### src/rtl/mips_pkg.sv
// Shared widths and response-owner encoding for the MIPS unified-memory arbiter.
// Pure declarations: no latency, no backpressure.
package mips_pkg;

  localparam int ADDR_W = 9;
  localparam int DATA_W = 32;
  localparam int RUN_W  = 4;  // holds MAX_D_RUN up to 15

  typedef enum logic [1:0] {
    OWN_NONE = 2'd0,
    OWN_IF   = 2'd1,
    OWN_D    = 2'd2
  } owner_e;

endpackage

### src/rtl/mips_arb_prio.sv
// Fetch/data priority pick with starvation override; purely combinational.
// Data wins unless fetch has waited through MAX_D_RUN data grants.
module mips_arb_prio #(
  parameter int MAX_D_RUN = 4
) (
  input  logic                      if_req_i,
  input  logic                      d_req_i,
  input  logic [mips_pkg::RUN_W-1:0] run_cnt_i,
  output logic                      if_gnt_o,
  output logic                      d_gnt_o
);

  logic starved;

  assign starved  = run_cnt_i >= mips_pkg::RUN_W'(MAX_D_RUN);
  assign d_gnt_o  = d_req_i & ~(if_req_i & starved);
  assign if_gnt_o = if_req_i & ~d_gnt_o;

endmodule

### src/rtl/mips_mem_arbiter.sv
// Shares one single-port memory between fetch and load/store; grant same cycle, read data next cycle.
// Losing requester holds its request; a fetch is forced through after MAX_D_RUN data grants.
module mips_mem_arbiter #(
  parameter int ADDR_W    = mips_pkg::ADDR_W,
  parameter int DATA_W    = mips_pkg::DATA_W,
  parameter int MAX_D_RUN = 4
) (
  input  logic              clk1,
  input  logic              rst,
  input  logic              if_req,
  input  logic [ADDR_W-1:0] if_addr,
  input  logic              if_flush,
  output logic              if_gnt,
  output logic              if_rvalid,
  output logic [DATA_W-1:0] if_rdata,
  input  logic              d_req,
  input  logic              d_we,
  input  logic [ADDR_W-1:0] d_addr,
  input  logic [DATA_W-1:0] d_wdata,
  output logic              d_gnt,
  output logic              d_rvalid,
  output logic [DATA_W-1:0] d_rdata,
  output logic              mem_en,
  output logic              mem_we,
  output logic [ADDR_W-1:0] mem_addr,
  output logic [DATA_W-1:0] mem_wdata,
  input  logic [DATA_W-1:0] mem_rdata
);

  import mips_pkg::*;

  logic [RUN_W-1:0]  run_cnt_q, run_cnt_d;
  owner_e            owner_q, owner_d;
  logic [DATA_W-1:0] if_rdata_q, d_rdata_q;
  logic              arb_if_gnt, arb_d_gnt;

  mips_arb_prio #(
    .MAX_D_RUN (MAX_D_RUN)
  ) u_prio (
    .if_req_i  (if_req),
    .d_req_i   (d_req),
    .run_cnt_i (run_cnt_q),
    .if_gnt_o  (arb_if_gnt),
    .d_gnt_o   (arb_d_gnt)
  );

  // Reset is synchronous, but outputs must read as idle during the reset cycle itself.
  assign if_gnt = arb_if_gnt & ~rst;
  assign d_gnt  = arb_d_gnt & ~rst;

  always_comb begin
    mem_en    = if_gnt | d_gnt;
    mem_we    = d_gnt & d_we;
    mem_addr  = '0;
    mem_wdata = '0;
    if (d_gnt) begin
      mem_addr  = d_addr;
      mem_wdata = d_wdata;
    end else if (if_gnt) begin
      mem_addr  = if_addr;
    end
  end

  always_comb begin
    run_cnt_d = run_cnt_q;
    owner_d   = OWN_NONE;
    if (if_gnt || !if_req) begin
      run_cnt_d = '0;
    end else if (d_gnt && run_cnt_q < RUN_W'(MAX_D_RUN)) begin
      run_cnt_d = run_cnt_q + RUN_W'(1);
    end
    if (if_gnt) begin
      owner_d = OWN_IF;
    end else if (d_gnt && !d_we) begin
      owner_d = OWN_D;
    end
  end

  // Flush kills only the fetch already in flight; the memory read still happens.
  assign if_rvalid = ~rst & (owner_q == OWN_IF) & ~if_flush;
  assign d_rvalid  = ~rst & (owner_q == OWN_D);
  assign if_rdata  = rst ? '0 : (if_rvalid ? mem_rdata : if_rdata_q);
  assign d_rdata   = rst ? '0 : (d_rvalid ? mem_rdata : d_rdata_q);

  always_ff @(posedge clk1) begin
    if (rst) begin
      run_cnt_q  <= '0;
      owner_q    <= OWN_NONE;
      if_rdata_q <= '0;
      d_rdata_q  <= '0;
    end else begin
      run_cnt_q <= run_cnt_d;
      owner_q   <= owner_d;
      if (if_rvalid) if_rdata_q <= mem_rdata;
      if (d_rvalid)  d_rdata_q  <= mem_rdata;
    end
  end

  a_if_hold: assert property (@(posedge clk1)
    (!rst && if_req && !if_gnt) |=> (if_req && $stable(if_addr)));
  a_d_hold: assert property (@(posedge clk1)
    (!rst && d_req && !d_gnt) |=> (d_req && $stable(d_we) && $stable(d_addr) && $stable(d_wdata)));

endmodule

### config.mk
export PLATFORM = sky130hd
export DESIGN_NAME = mips_mem_arbiter
export DESIGN_NICKNAME = d
export VERILOG_FILES = /design/src/rtl/mips_pkg.sv /design/src/rtl/mips_arb_prio.sv /design/src/rtl/mips_mem_arbiter.sv
export SDC_FILE = /design/constraint.sdc
export NUM_CORES = 1
export LEC_CHECK = 0
export ABC_CLOCK_PERIOD_IN_PS = 1300
export BUFFER_PORTS_ARGS = -buffer_cell sky130_fd_sc_hd__buf_4
export CORE_ASPECT_RATIO = 1.5
export CORE_MARGIN = 8
export CORE_UTILIZATION = 40
export DETAILED_ROUTE_END_ITERATION = 8
export PLACE_DENSITY = 0.89
export SYNTH_ARGS = -nofsm -noshare
export SYNTH_HDL_FRONTEND = slang
export SYNTH_SLANG_ARGS = --single-unit
export TNS_END_PERCENT = 100
### constraint.sdc
create_clock -name clk1 -period 1.3 [get_ports clk1]
set_input_delay 0.065 -clock clk1 [delete_from_list [all_inputs] [get_ports clk1]]
set_output_delay 0.065 -clock clk1 [all_outputs]
set_load 0.03 [all_outputs]
==> impl_metrics.json <==
{
  "run_status": "finished with violations",
  "violations": "negative setup slack",
  "n_antenna_cell": 0,
  "avgSynthCellArea_um2": 8.05,
  "gp_congestion": 0.803,
  "synth_largest_area_cell": "dfxtp_1",
  "postSynthCellCount": 353,
  "synth_nets": 442,
  "hold_end": "d_rdata_q[8]",
  "netlist_area_mm2": 0.00284,
  "ys_warn_count": 0,
  "r2r_start": "owner_q[1]",
  "cts_root_buf": "clkbuf_8",
  "viasPerCell": 6.08,
  "ant_nets": 0,
  "antenna_found_initial": 0,
  "multi_input_area_mm2": 0.00205,
  "slew_headroom_pct": 34.9,
  "worst_slack_ps": -587,
  "final_area_mm2": 0.00659,
  "drv_slew": 0,
  "grt_max_degree": 54,
  "worst-r2r-cell-count": 9,
  "r2r_slack_ps": -420,
  "holdWs_ps": 64.6,
  "clockBufferDepth": 2,
  "syn2layout_area_growth_pct": 132,
  "cts_sinks": 70,
  "core-area_mm2": 0.00685,
  "cellPowerDensity_mw_per_mm2": 827,
  "rsz0062_at_grt": "yes",
  "fin_cells": 698,
  "synth-edff-count": 0,
  "ys.flop_type": "dfxtp_1",
  "power.static_leakage_uw": 0.00277,
  "ys_ff_latch": 70,
  "start_util_pct": 41.5,
  "post_dp_cell_area_mm2": 0.00488,
  "cts_inserted_buffers": 9,
  "routed_wl_um": 20600,
  "synth_seq_area_share_pct": 49.3,
  "timing.final.hold_violations": 0,
  "min_period_over_period_pct": 145,
  "grt_pass1_vias": 4393,
  "dieArea_mm2": 0.0101,
  "finalClockSkew_ps": 11.1,
  "clkTransAtPathRegs_ps": 90,
  "synthTopCellsByArea": "dfxtp_1 49%, nand2_1 13%, and3_1 7.5%",
  "register_area_mm2": 0.00141,
  "synth.most_common_cell": "nand2_1",
  "port_buffers": 198,
  "async_reset_ff_share_pct": 0,
  "finalSetupViolations": 115,
  "worstSetupEndpointType": "output pin",
  "rows": 37,
  "htree_levels": 3,
  "gr-total-overflow": 0,
  "clk_latency_ps": 360,
  "whs_path_depth": 3,
  "post-route-drc-count": 0,
  "worstMarginPinSlew_ps": 977,
  "drive_above_1_share_pct": 62.7,
  "cap_violations": 0,
  "layout_min_cycle_time_ps": 1890,
  "critPathArrivalTime_ps": 1820,
  "ios": 199,
  "finalNetCount": 704,
  "min-delay-start": "mem_rdata[8]",
  "timing.rr.end": "if_rdata_q[8]",
  "fillers": 128,
  "total_power_uw": 5450,
  "synthTopCellsByCount": "96 x nand2_1, 70 x dfxtp_1, 34 x and3_1, 34 x nand2b_1, 33 x a21oi_1",
  "grt_pass1_wl_um": 24300,
  "wire_per_inst_um": 29.4,
  "worstPathRequired_ps": 1240,
  "drt_iter0_drc": 502,
  "die_y_um": 119,
  "crit_type": "flop to output pin",
  "yosysUniqueCellTypes": 20,
  "die_w_um": 84.8,
  "dr.pass1.iters": 6,
  "place_inst": 616,
  "grt_usage_pct": 31.1,
  "num_vias": 4241,
  "hpwl_um": 9110,
  "timing.fmax_ghz": 0.530,
  "start_kind": "flop",
  "worstPathMaxFanout": 10,
  "peakVddDrop_mv": 0.785,
  "yosysTopAreaCellShare_pct": 49.3,
  "hp-class": "input port to flop",
  "cts_tree": "yes"
}
## cells by family (layout without fill, tap and decap cells)
kind of cell / Yosys count / in the layout / share of synthesized area [%]
other cells: 1 / 1 / 0.132
compound gates: 76 / 76 / 14.7
flops: 70 / 70 / 49.3
fa+ha+maj: 1 / 1 / 0.440
simple gates: 176 / 176 / 30.3
buf+inv: 29 / 296 / 5.07
## registers in the layout, indices dropped and copies added, names as in the netlist
name,count
d_rdata_q,32
if_rdata_q,32
owner_q,2
run_cnt_q,4
## area by class of cell
class | count | area share, %
tap | 78 | 1.48
clock buffer | 11 | 2.15
multi-input combinational | 254 | 31.2
clock inverter | 5 | 0.513
timing repair buffer | 280 | 43.3
sequential | 70 | 21.5
## what timing repair did
| action | CTS | global route |
|---|---|---|
| endpoints found under the setup margin | 110 | 116 |
| gates resized for setup | 161 | 75 |
| pin swaps | 25 | 27 |
| hold buffers | 33 | 0 |
| cloned | 8 | 1 |
| setup buffers | 15 | 10 |
| hold endpoints to repair | 35 | 0 |
## power by group
group / internal, µW / switching (µW)
Clock: 747 / 961
Sequential: 2200 / 35.6
Combinational: 720 / 785
## worst max-delay path, stage by stage (launching register included)
cell     delay (ps)
dfxtp_2         360
nor4b_4         270
buf_6           210
buf_12          140
nand2_1         150
o21ai_2         130
buf_4           200
## cells in the final DEF (no fill, tap or decap), types with 2 or more instances in the layout
cell type,instances
nor2b_1,2
a21oi_4,32
buf_8,6
a22o_1,9
nand2_4,2
dfxtp_1,66
clkbuf_8,10
and2_1,2
and3_4,33
buf_12,8
buf_6,122
dlygate4sd3_1,33
buf_4,108
nand2_1,77
dfxtp_4,3
nand2_2,17
nor2_1,3
clkinvlp_4,2
o21ai_4,3
o21ai_2,30
clkinv_2,2
nand2b_1,33
## worst max-delay path by stage
stage,start,to,cells past startpoint,slack [ps]
6_report,owner_q[1],if_rdata[13],6,-590
5_1_grt,owner_q[1],if_rdata[13],6,-600
4_1_cts,owner_q[0],if_rdata[21],6,-450
3_5_place_dp,rst,if_rdata[4],5,-190
3_3_place_gp,rst,if_rdata[17],5,-170
2_1_floorplan,owner_q[1],if_rdata_q[2],5,-170
## per-layer routing
layer	part of all wire (%)	vias to the layer above	GRT usage, %
met2	49	380	56.0
met3	9.8	122	9.22
li1	-	1697	-
met4	8.0	0	21.9
met5	0	-	0
met1	33	2042	29.4
## metrics by stage
step	setup TNS, ps	utilization [%]	setup slack (ps)
after floorplan	-4510	-	-174
after global placement	-6820	71.2	-169
after detailed placement	-7970	71.2	-194
after CTS	-34590	90.2	-447
after global routing	-46240	96.2	-601
final	-43600	96.2	-587
Note: power is estimated with default switching activity, not from simulation.
